===== config.mk =====
export PLATFORM = sky130hd
export DESIGN_NAME = sram_arb
export DESIGN_NICKNAME = d
export VERILOG_FILES = /design/src/rtl/sram_arb.sv
export SDC_FILE = /design/constraint.sdc
export NUM_CORES = 1
export LEC_CHECK = 0
export BUFFER_PORTS_ARGS = -buffer_cell sky130_fd_sc_hd__buf_2
export CORE_MARGIN = 2
export CORE_UTILIZATION = 46
export CTS_BUF_LIST = sky130_fd_sc_hd__clkbuf_8
export DETAILED_ROUTE_END_ITERATION = 10
export GPL_ROUTABILITY_DRIVEN = 0
export PLACE_DENSITY = 0.81
export SLEW_MARGIN = 20
export SYNTH_ARGS = -nofsm -noshare
export SYNTH_HDL_FRONTEND = slang
export SYNTH_SLANG_ARGS = --single-unit
export TNS_END_PERCENT = 50

===== constraint.sdc =====
create_clock -name clk -period 2.06 [get_ports clk]
set_input_delay 0.309 -clock clk [delete_from_list [all_inputs] [get_ports clk]]
set_output_delay 0.309 -clock clk [all_outputs]
set_load 0.05 [all_outputs]

===== src/rtl/sram_arb.sv =====
// ---------------------------------------------------------------------------
// sram_arb
//
// Purpose:
//   Arbitrates a CPU port and a DMA port onto a single SRAM stage. When both
//   ports request in the same idle cycle, the grant alternates between them
//   (round-robin). On a grant the winner's address, write data and direction
//   are latched. The latched values drive the SRAM for WAIT_CYCLES+1 cycles,
//   followed by a one-cycle completion phase. Read data is captured into a
//   per-requester register.
//
// Parameters:
//   WAIT_CYCLES  extra SRAM cycles per access (0..15)
//
// Ports:
//   clk        system clock, all state changes on the rising edge
//   rst        synchronous active-high reset
//   cpu_ad     CPU address            cpu_di     CPU write data
//   cpu_rw     CPU direction (1=read) cpu_cs     CPU request, held until ready
//   cpu_do     CPU read data (reg)    cpu_ready  CPU may advance
//   dma_ad     DMA address            dma_di     DMA write data
//   dma_rw     DMA direction (1=read) dma_req    DMA request, held until ack
//   dma_do     DMA read data (reg)    dma_ack    one-cycle completion pulse
//   mem_ad     SRAM address           mem_di     SRAM write data
//   mem_do     SRAM read data         mem_rw     SRAM direction (1=read)
//   mem_cs     SRAM chip select
// ---------------------------------------------------------------------------
module sram_arb #(
    parameter int unsigned WAIT_CYCLES = 1
) (
    input  logic        clk,
    input  logic        rst,
    input  logic [15:0] cpu_ad,
    input  logic [7:0]  cpu_di,
    output logic [7:0]  cpu_do,
    input  logic        cpu_rw,
    input  logic        cpu_cs,
    output logic        cpu_ready,
    input  logic [15:0] dma_ad,
    input  logic [7:0]  dma_di,
    output logic [7:0]  dma_do,
    input  logic        dma_rw,
    input  logic        dma_req,
    output logic        dma_ack,
    output logic [15:0] mem_ad,
    output logic [7:0]  mem_di,
    input  logic [7:0]  mem_do,
    output logic        mem_rw,
    output logic        mem_cs
);

    localparam logic [3:0] WAIT_LOAD = 4'(WAIT_CYCLES);

    typedef enum logic [1:0] {
        ST_IDLE   = 2'd0,
        ST_ACCESS = 2'd1,
        ST_DONE   = 2'd2
    } state_t;

    typedef enum logic {
        OWN_CPU = 1'b0,
        OWN_DMA = 1'b1
    } owner_t;

    state_t      state_q,  state_d;
    owner_t      owner_q,  owner_d;
    owner_t      last_q,   last_d;
    logic [3:0]  cnt_q,    cnt_d;
    logic [15:0] ad_q,     ad_d;
    logic [7:0]  di_q,     di_d;
    logic        rw_q,     rw_d;
    logic [7:0]  cpu_do_q, cpu_do_d;
    logic [7:0]  dma_do_q, dma_do_d;

    // On a tie the port that did not win last time gets the grant. Both
    // terms can never be true together, so the CPU branch below has no
    // hidden priority.
    logic grant_cpu;
    logic grant_dma;
    assign grant_cpu = cpu_cs  && (!dma_req || (last_q == OWN_DMA));
    assign grant_dma = dma_req && (!cpu_cs  || (last_q == OWN_CPU));

    always_comb begin
        // NOTE: every next-state variable takes its held value first, so no
        // path through the case statement can leave one unassigned and infer
        // a latch.
        state_d  = state_q;
        owner_d  = owner_q;
        last_d   = last_q;
        cnt_d    = cnt_q;
        ad_d     = ad_q;
        di_d     = di_q;
        rw_d     = rw_q;
        cpu_do_d = cpu_do_q;
        dma_do_d = dma_do_q;

        case (state_q)
            ST_IDLE: begin
                if (grant_cpu) begin
                    ad_d    = cpu_ad;
                    di_d    = cpu_di;
                    rw_d    = cpu_rw;
                    owner_d = OWN_CPU;
                    last_d  = OWN_CPU;
                    cnt_d   = WAIT_LOAD;
                    state_d = ST_ACCESS;
                end else if (grant_dma) begin
                    ad_d    = dma_ad;
                    di_d    = dma_di;
                    rw_d    = dma_rw;
                    owner_d = OWN_DMA;
                    last_d  = OWN_DMA;
                    cnt_d   = WAIT_LOAD;
                    state_d = ST_ACCESS;
                end
            end

            ST_ACCESS: begin
                if (cnt_q != 4'd0) begin
                    cnt_d = cnt_q - 4'd1;
                end else begin
                    // The SRAM data is valid on the last access cycle. A write
                    // leaves both read registers untouched.
                    if (rw_q) begin
                        if (owner_q == OWN_DMA) begin
                            dma_do_d = mem_do;
                        end else begin
                            cpu_do_d = mem_do;
                        end
                    end
                    state_d = ST_DONE;
                end
            end

            ST_DONE: begin
                // The completion phase does not sample requests. A requester
                // still asserting here is seen again only in the next idle
                // cycle.
                state_d = ST_IDLE;
            end

            default: begin
                state_d = ST_IDLE;
            end
        endcase
    end

    // NOTE: the latched address/data and both read registers are reset along
    // with the control state, because their values are visible on output
    // ports straight after reset.
    always_ff @(posedge clk) begin
        if (rst) begin
            // NOTE: state registers use non-blocking assignments, so every
            // flop samples the pre-edge values and no ordering races occur
            // between blocks.
            state_q  <= ST_IDLE;
            owner_q  <= OWN_CPU;
            last_q   <= OWN_DMA;
            cnt_q    <= 4'd0;
            ad_q     <= 16'h0000;
            di_q     <= 8'h00;
            rw_q     <= 1'b1;
            cpu_do_q <= 8'h00;
            dma_do_q <= 8'h00;
        end else begin
            state_q  <= state_d;
            owner_q  <= owner_d;
            last_q   <= last_d;
            cnt_q    <= cnt_d;
            ad_q     <= ad_d;
            di_q     <= di_d;
            rw_q     <= rw_d;
            cpu_do_q <= cpu_do_d;
            dma_do_q <= dma_do_d;
        end
    end

    // Outputs decode directly from registered state, so they are glitch-free.
    // The exception is cpu_ready, which also passes an idle CPU (cpu_cs low).
    assign mem_cs    = (state_q == ST_ACCESS);
    assign mem_rw    = (state_q == ST_ACCESS) ? rw_q : 1'b1;
    assign mem_ad    = ad_q;
    assign mem_di    = di_q;
    assign cpu_do    = cpu_do_q;
    assign dma_do    = dma_do_q;
    assign cpu_ready = !cpu_cs || ((state_q == ST_DONE) && (owner_q == OWN_CPU));
    assign dma_ack   = (state_q == ST_DONE) && (owner_q == OWN_DMA);

endmodule


* Yosys cells after proc, flatten, opt, wreduce, memory -nomap -nowiden *
Cells that the tools add are included.

storage, ports and cells
  register bits after elaboration = 49
  input port bits = 62
  output and inout bits = 44
  logic and storage cells = 53

cells by class
  add/subtract/negate cells = 1
  equality and inequality tests = 5
  multiplexer cells = 17
  bitwise logic cells = 3
  reduce and logical (&&, ||, !) cells = 18

operator list
  operator             count
  $mux 16              2
  $mux 8               2
  $mux 4               3
  $pmux 4 s2           1
  $reduce_and 4->1     2
  $mux 2               3
  $mux 1               5
  $logic_and 1x1->1    4
  $pmux 2 s2           1
  $reduce_and 2->1     2
  $reduce_bool 2->1    2
  $reduce_bool 4->1    1
  $sub 4x1->4 const B  1
  $logic_or 1x1->1     3
  $ne 3x3->1 const B   1
  $not 1->1            3
  $reduce_and 3->1     1
  $eq 2x1->1 const B   1
  $eq 2x2->1 const B   1
  $logic_not 1->1      2
  $logic_not 2->1      1
  $ne 2x1->1 const B   1
  $ne 2x2->1 const B   1

* Depth between registers and ports, before layout *
Gate-level depths: netlist of run 1.

  depth after elaboration = 6
  depth in mapped cells = 7
  gate-level depth less buffers = 6

* Least setup slack after synthesis of run 1 *
No wires, ideal clock.

  kind = register to output
  from = register state_q[0]
  to = output port cpu_ready
  data arrival time = 1609 ps
  required time = 1751 ps
  path slack = 142 ps
  cell stages (with the launch flop) = 3
  buffers on the path = 0
  cells stage by stage = dfxtp_1 -> nand2b_1 -> o21ai_0

between the ends
  cells in the longest elaborated chain, start to end = 3

RTL lines
  what                    line  RTL
  start, declared         65    state_t state_q, state_d;
  start signal, assigned  166   state_q <= state_d;
  $eq 2x2->1              186   assign cpu_ready = !cpu_cs || ((state_q == ST_DONE) && (owner_q == OWN_CPU));
  $logic_and 1x1->1       186
  $logic_or 1x1->1        186
  end, declared           38    output logic cpu_ready,

Every way passes these cells.

* Final worst setup path of run 1 *
  from = register cnt_q[0]
  to = register cpu_do_q[6] (netlist: cpu_do[6])

between the ends
  cells in the longest elaborated chain, start to end = 3

RTL lines
  what                               line  RTL
  start, declared                    68    logic [3:0] cnt_q, cnt_d;
  start signal, assigned             169   cnt_q <= cnt_d;
  $reduce_bool 4->1                  119   if (cnt_q != 4'd0) begin
  $not 1->1 (no source line)         -
  $reduce_and 4->1 (no source line)  -
  end signal, assigned               173   cpu_do_q <= cpu_do_d;
  end, declared                      72    logic [7:0] cpu_do_q, cpu_do_d;

Every way passes these cells.
A chain may end at the register's enable or synchronous reset.

==> results of run 1 <==
[metrics by stage]
stage / cell area, um^2 / util, % / total power [mW]
after floorplan: 2050 / - / 1.75
after global placement: 2610 / 60.3 / 1.96
after detailed placement: 2610 / 60.3 / 1.97
after CTS: 2710 / 62.7 / 2.57
after global routing: 2710 / 62.7 / 2.70
final: 2710 / 62.7 / 2.56
[state kept, by name, summed over array words and instances (netlist names)]
name	cells
mem_ad	16
cpu_do	8
dma_do	8
mem_di	8
cnt_q	4
state_q	2
last_q	1
owner_q	1
rw_q	1
[worst reg2reg max path, cell delays in order (launching register included)]
cell and delay [ns]:
dfxtp_1 0.34, inv_1 0.08, ha_1 0.14, nor3b_4 0.28, nand4_2 0.35, mux2i_1 0.27
nor2_1 0.07
[power by group]
| group | leakage [nW] | internal, mW | total [mW] | switching [mW] |
|---|---|---|---|---|
| clock network | 0.0542 | 0.304 | 0.604 | 0.300 |
| logic | 0.889 | 0.249 | 0.840 | 0.591 |
| registers | 0.403 | 1.05 | 1.11 | 0.0613 |
| total | 1.35 | 1.61 | 2.56 | 0.953 |
[metal layers]
metal	wire length, um	up-vias
li1	-	1031
met1	2240	939
met2	2580	52
met3	242	6
met4	72	0
met5	0	-
[placed cells by master (no fill, tap or decap), types with 2 or more instances in the layout]
master / count
a31oi_1: 25
a21oi_1: 3
a211oi_1: 2
nor3_1: 3
o21ai_1: 3
buf_2: 105
buf_4: 4
nand2_1: 50
nand2b_1: 4
clkbuf_8: 7
dfxtp_1: 49
or3_1: 2
o21ai_0: 26
and2_1: 2
mux2i_1: 16
nor2_1: 23
ha_1: 2
inv_1: 4
[cells by family after synthesis]
group                    synth area share, %
multiplexers                            7.80
buffers and inverters                   5.18
adder cells (fa/ha/maj)                 1.22
AND/OR/NAND/NOR                         20.7
AO/OA/AOI/OAI                           17.4
flip-flops                              47.8
[cell usage after synthesis, drive strengths merged (2+ instances only)]
| library cell | count | share of area, % |
|---|---|---|
| nand2 | 50 | 9.1 |
| dfxtp | 49 | 48 |
| o21ai | 29 | 7.1 |
| a31oi | 25 | 7.6 |
| nor2 | 23 | 4.2 |
| mux2i | 16 | 7.8 |
| buf | 8 | 2.7 |
| clkbuf | 8 | 1.5 |
| inv | 5 | 1.0 |
| nand2b | 5 | 1.9 |
| nor3 | 4 | 1.5 |
| a21oi | 3 | 0.73 |
| a211oi | 2 | 0.73 |
| and2 | 2 | 0.61 |
| ha | 2 | 1.2 |
| or3 | 2 | 0.61 |
[worst max-delay path by stage]
| stage | endpoint | slack, ns | depth (start not counted) |
|---|---|---|---|
| 2_1_floorplan | cpu_ready | 0.14 | 2 |
| 3_3_place_gp | cpu_do[5] | 0.52 | 6 |
| 3_5_place_dp | cpu_do[1] | 0.42 | 6 |
| 4_1_cts | cpu_do[1] | 0.40 | 6 |
| 5_1_grt | cpu_do[7] | 0.24 | 6 |
| 6_report | cpu_do[6] | 0.42 | 6 |
[final cells by class]
| class | count | area, um^2 |
|---|---|---|
| Sequential cell | 49 | 981 |
| Inverter | 5 | 21.3 |
| Clock inverter | 1 | 5.00 |
| Timing Repair Buffer | 110 | 576 |
| Multi-Input combinational cell | 170 | 966 |
| Fill cell | 403 | 1610 |
| Clock buffer | 7 | 96.3 |
| Tap cell | 52 | 65.1 |
==> flow_metrics.py, run 1 <==
metrics = {
    "run_status": {
        "status": "completed",
    },
    "setup_path": {
        "crit_chain": "inv_1, ha_1, nor3b_4, nand4_2, mux2i_1, nor2_1",
        "critPathMaxStageDelay_ns": 0.34,
        "cpMaxStageDelayCell": "dfxtp_1",
        "crit_path_start_kind": "register",
        "crit_path_max_fanout": 8,
        "required_ns": 2.24,
        "critPathBufInv": 1,
        "r2r_start": "cnt_q[0]",
        "path_delay_family": "simple AND/OR/NAND/NOR gates",
        "arrival_ns": 1.82,
        "r2r-end": "cpu_do[6]",
        "startpoint": "cnt_q[0]",
        "ff2ff_setup_slack_ns": 0.42,
        "r2r_cells": 6,
        "critPathCaptureType": "register",
        "critical_path_class": "register to register",
    },
    "place": {
        "port_buffers": 105,
        "dpl_worst_slack_ns": 0.424,
        "hpwl_um": 3670,
        "place_inst": 386,
    },
    "hold_path": {
        "hold_path_end": "mem_ad[9]",
        "hold_class": "primary input to register",
        "worstHoldPathCells": 3,
        "min-delay-start": "cpu_ad[9]",
    },
    "route": {
        "dr.pass1.iters": 4,
        "drtIter0Drc": 114,
        "route.detailed.drc": 0,
        "wl_per_cell_um": 13.0,
        "postRouteAntennaNets": 0,
        "vias": 2028,
        "viasPerCell": 5.15,
        "routed_wl_um": 5140,
    },
    "synthesis": {
        "async_flop_share_pct": 0,
        "syn_area_mm2": 0.00205,
        "ys_seq_elements": 49,
        "synthCells": 240,
        "syn_area_per_cell_um2": 8.56,
        "syn_nets": 304,
        "synth_edf_count": 0,
        "synth_ff_type": "dfxtp_1",
        "yosysSeqAreaShare_pct": 47.8,
        "yosysUniqueCellTypes": 28,
        "synth_warnings": 0,
    },
    "clock_tree": {
        "cts_buffers": 5,
        "cts.htree.levels": 2,
        "cts_hold_buf": 0,
        "tritoncts": "yes",
        "clk_latency_ns": 0.30,
        "clk_path_buf_depth": 2,
        "post_cts_resized": 0,
        "clock_sinks": 49,
        "cts-root-buf": "clkbuf_8",
        "clk_pin_slew_ns": 0.09,
        "post_cts_buffers": 0,
    },
    "grt": {
        "grt_usage_pct": 21.2,
        "grt_pass1_wl_um": 8510,
        "overflow": 0,
        "grt_use_met2_pct": 35.1,
        "top_usage_layer": "met2",
        "grt_pass1_vias": 1863,
        "antenna_found_initial": 0,
        "use_met3_pct": 4.99,
        "grt_max_degree": 43,
        "met1_usage_pct": 26.6,
    },
    "floorplanning": {
        "start_util_pct": 47.5,
        "dieArea_mm2": 0.00501,
        "core_mm2": 0.00432,
        "fp-row-count": 24,
        "die_x_um": 70.8,
        "die_h_um": 70.8,
        "io_pins": 106,
    },
    "layout": {
        "syn_to_final_growth_pct": 32.0,
        "drive_gt1_share_pct": 36.5,
        "final_nets": 405,
        "n_antenna_cell": 0,
        "final_cells": 394,
    },
    "sta": {
        "fin_hold_ws_ns": 0.254,
        "setup_viol": 0,
        "period_needed_ns": 1.64,
        "slew_viol_final": 0,
        "min_period_over_period_pct": 79.6,
        "max_freq_mhz": 610,
        "worst_slew_pin_slew_ns": 0.473,
        "setup_tns_ns": 0,
        "skew_ns": 0.00526,
        "final_hold_viol_count": 0,
        "relSlewSlack_pct": 68.3,
        "grt_setup_unrepaired": "no",
        "finalWorstSetupSlack_ns": 0.419,
    },
    "pwr": {
        "leakage_nw": 1.35,
        "p_per_area_mw_per_mm2": 944,
        "irDropWorstVdd_uv": 534,
    },
    "job": {
        "cap_viol_max_count": 0,
    },
}
No activity file was read; power rests on OpenSTA's default activity.
==> run 2, diff against run 1 <==
==> constraint.sdc (replaced) <==
create_clock -name clk -period 1.6 [get_ports clk]
set_input_delay 0.24 -clock clk [delete_from_list [all_inputs] [get_ports clk]]
set_output_delay 0.24 -clock clk [all_outputs]
set_load 0.05 [all_outputs]
==> run 2 against run 1 <==
  * Critical path depth unchanged
  * Final cell count up 0.51%
  * Clock power up 14%
  * Critical path type unchanged
  * Largest power group unchanged
==> flow_metrics.py, run 2 (synthesized netlist as in run 1, its figures left out) <==
metrics = {
    "clock_tree": {
        "clock_sinks": 49,
        "clk_path_buf_depth": 2,
        "cts.htree.levels": 2,
        "cts-root-buf": "clkbuf_8",
        "tritoncts": "yes",
        "cts_buffers": 5,
        "clk_pin_slew_ns": 0.09,
        "clk_latency_ns": 0.29,
    },
    "sta": {
        "min_period_over_period_pct": 98.0,
        "setup_viol": 0,
        "slew_viol_final": 0,
        "relSlewSlack_pct": 76.3,
        "grt_setup_unrepaired": "yes",
        "final_hold_viol_count": 0,
        "period_needed_ns": 1.57,
        "max_freq_mhz": 638,
        "skew_ns": 0.00701,
        "worst_slew_pin_slew_ns": 0.355,
    },
    "job": {
        "cap_viol_max_count": 0,
    },
    "setup_path": {
        "critical_path_class": "register to register",
        "crit_path_start_kind": "register",
        "critPathCaptureType": "register",
        "r2r_cells": 6,
        "arrival_ns": 1.75,
        "ff2ff_setup_slack_ns": 0.03,
        "required_ns": 1.78,
        "r2r-end": "cpu_do[5]",
        "crit_path_max_fanout": 8,
        "r2r_start": "cnt_q[0]",
    },
    "hold_path": {
        "hold_class": "primary input to register",
        "worstHoldPathCells": 3,
        "hold_path_end": "mem_ad[1]",
        "min-delay-start": "cpu_ad[1]",
    },
    "floorplanning": {
        "fp-row-count": 24,
        "die_h_um": 70.8,
        "start_util_pct": 47.5,
        "io_pins": 106,
        "dieArea_mm2": 0.00501,
        "core_mm2": 0.00432,
        "die_x_um": 70.8,
    },
    "layout": {
        "layout_common_cells": "104 x buf_2, 50 x nand2_1, 46 x dfxtp_1, 25 x o21ai_0, 25 x a31oi_1",
        "syn_to_final_growth_pct": 32.9,
        "final_common_cell": "buf_2",
        "area.sequential_um2": 985,
        "n_antenna_cell": 0,
        "finalCoreUtilization_pct": 63.1,
        "final_cells": 396,
        "drive_gt1_share_pct": 38.4,
        "fill_cells": 399,
        "final_nets": 407,
        "largest_reg_flops": 16,
        "multi_input_area_um2": 981,
    },
    "route": {
        "viasPerCell": 5.32,
        "vias": 2106,
        "wl_per_cell_um": 13.4,
        "dr.pass1.iters": 4,
        "route.detailed.drc": 0,
        "postRouteAntennaNets": 0,
        "drtIter0Drc": 134,
        "routed_wl_um": 5310,
    },
    "pwr": {
        "leakage_nw": 1.35,
        "irDropWorstVdd_uv": 726,
        "p_per_area_mw_per_mm2": 1190,
        "total_power_mw": 3.24,
    },
    "place": {
        "place_inst": 387,
        "hpwl_um": 3760,
        "port_buffers": 105,
    },
    "grt": {
        "antenna_found_initial": 0,
        "grt_pass1_vias": 1966,
        "grt_max_degree": 29,
        "grt_usage_pct": 21.4,
        "overflow": 0,
        "grt_pass1_wl_um": 8670,
    },
    "run_status": {
        "status": "completed",
    },
}
==> run 2: cell types whose count changed in the layout (fill, tap and decap cells not counted), sizes merged <==
cell / previous run / this run
inv: 5 / 7
buf: 110 / 111
clkbuf: 7 / 6
clkinv: 1 / 0
clkinvlp: 0 / 1
==> run 2: worst max-delay path, stage by stage, from the launching register on <==
cell and delay [ns]:
dfxtp_2 0.34, inv_2 0.08, ha_4 0.14, nor3b_4 0.23, nand4_2 0.34, mux2i_1 0.25
nor2_1 0.05
==> run 2: metrics by stage <==
step	instance area [um^2]	TNS [ns]	hold slack (ns)	setup WS (ns)
2_1_floorplan	2050	0	0.319	0.122
3_3_place_gp	2620	0	0.472	0.0490
3_5_place_dp	2620	-0.668	0.483	-0.0703
4_1_cts	2710	-0.00708	0.181	-0.00472
5_1_grt	2730	-0.640	0.189	-0.0773
6_report	2730	0	0.186	0.0324
==> run 2: layout make-up <==
class | count | area share, %
sequential | 49 | 36.1
multi-input combinational | 170 | 35.9
timing repair buffer | 112 | 21.7
clock buffer | 5 | 2.52
tap | 52 | 2.38
inverter | 5 | 0.779
clock inverter | 3 | 0.550
==> run 2: how the worst max path moves through the flow <==
stage | startpoint | end | cells after the start
after floorplan | cnt_q[0] | dma_do[0] | 7
after global placement | cnt_q[0] | cpu_do[7] | 6
after detailed placement | cnt_q[0] | cpu_do[2] | 6
after CTS | cnt_q[0] | cpu_do[5] | 6
after global routing | cnt_q[0] | cpu_do[3] | 6
final | cnt_q[0] | cpu_do[5] | 6
==> run 2: report_power, final <==
part | leakage (nW) | internal [mW] | total [mW] | switching, mW
Sequential | 0.404 | 1.36 | 1.44 | 0.0808
Clock | 0.0467 | 0.297 | 0.690 | 0.393
Combinational | 0.901 | 0.334 | 1.11 | 0.775
==> run 2: what timing repair did <==
item,4_1_cts,5_1_grt
buffers inserted,1,0
pin swaps,1,1
gates resized for setup,3,6
hold buffers,0,0
endpoints found under the setup margin,16,19
==> run 2: metal layers <==
layer  up-vias  share of wire [%]  GRT usage, %
met5         -                  0             0
met4         0                2.3          9.43
met3        12                5.1          5.70
met2        64                 52          36.2
met1       992                 41          25.5
li1       1038                  -             -
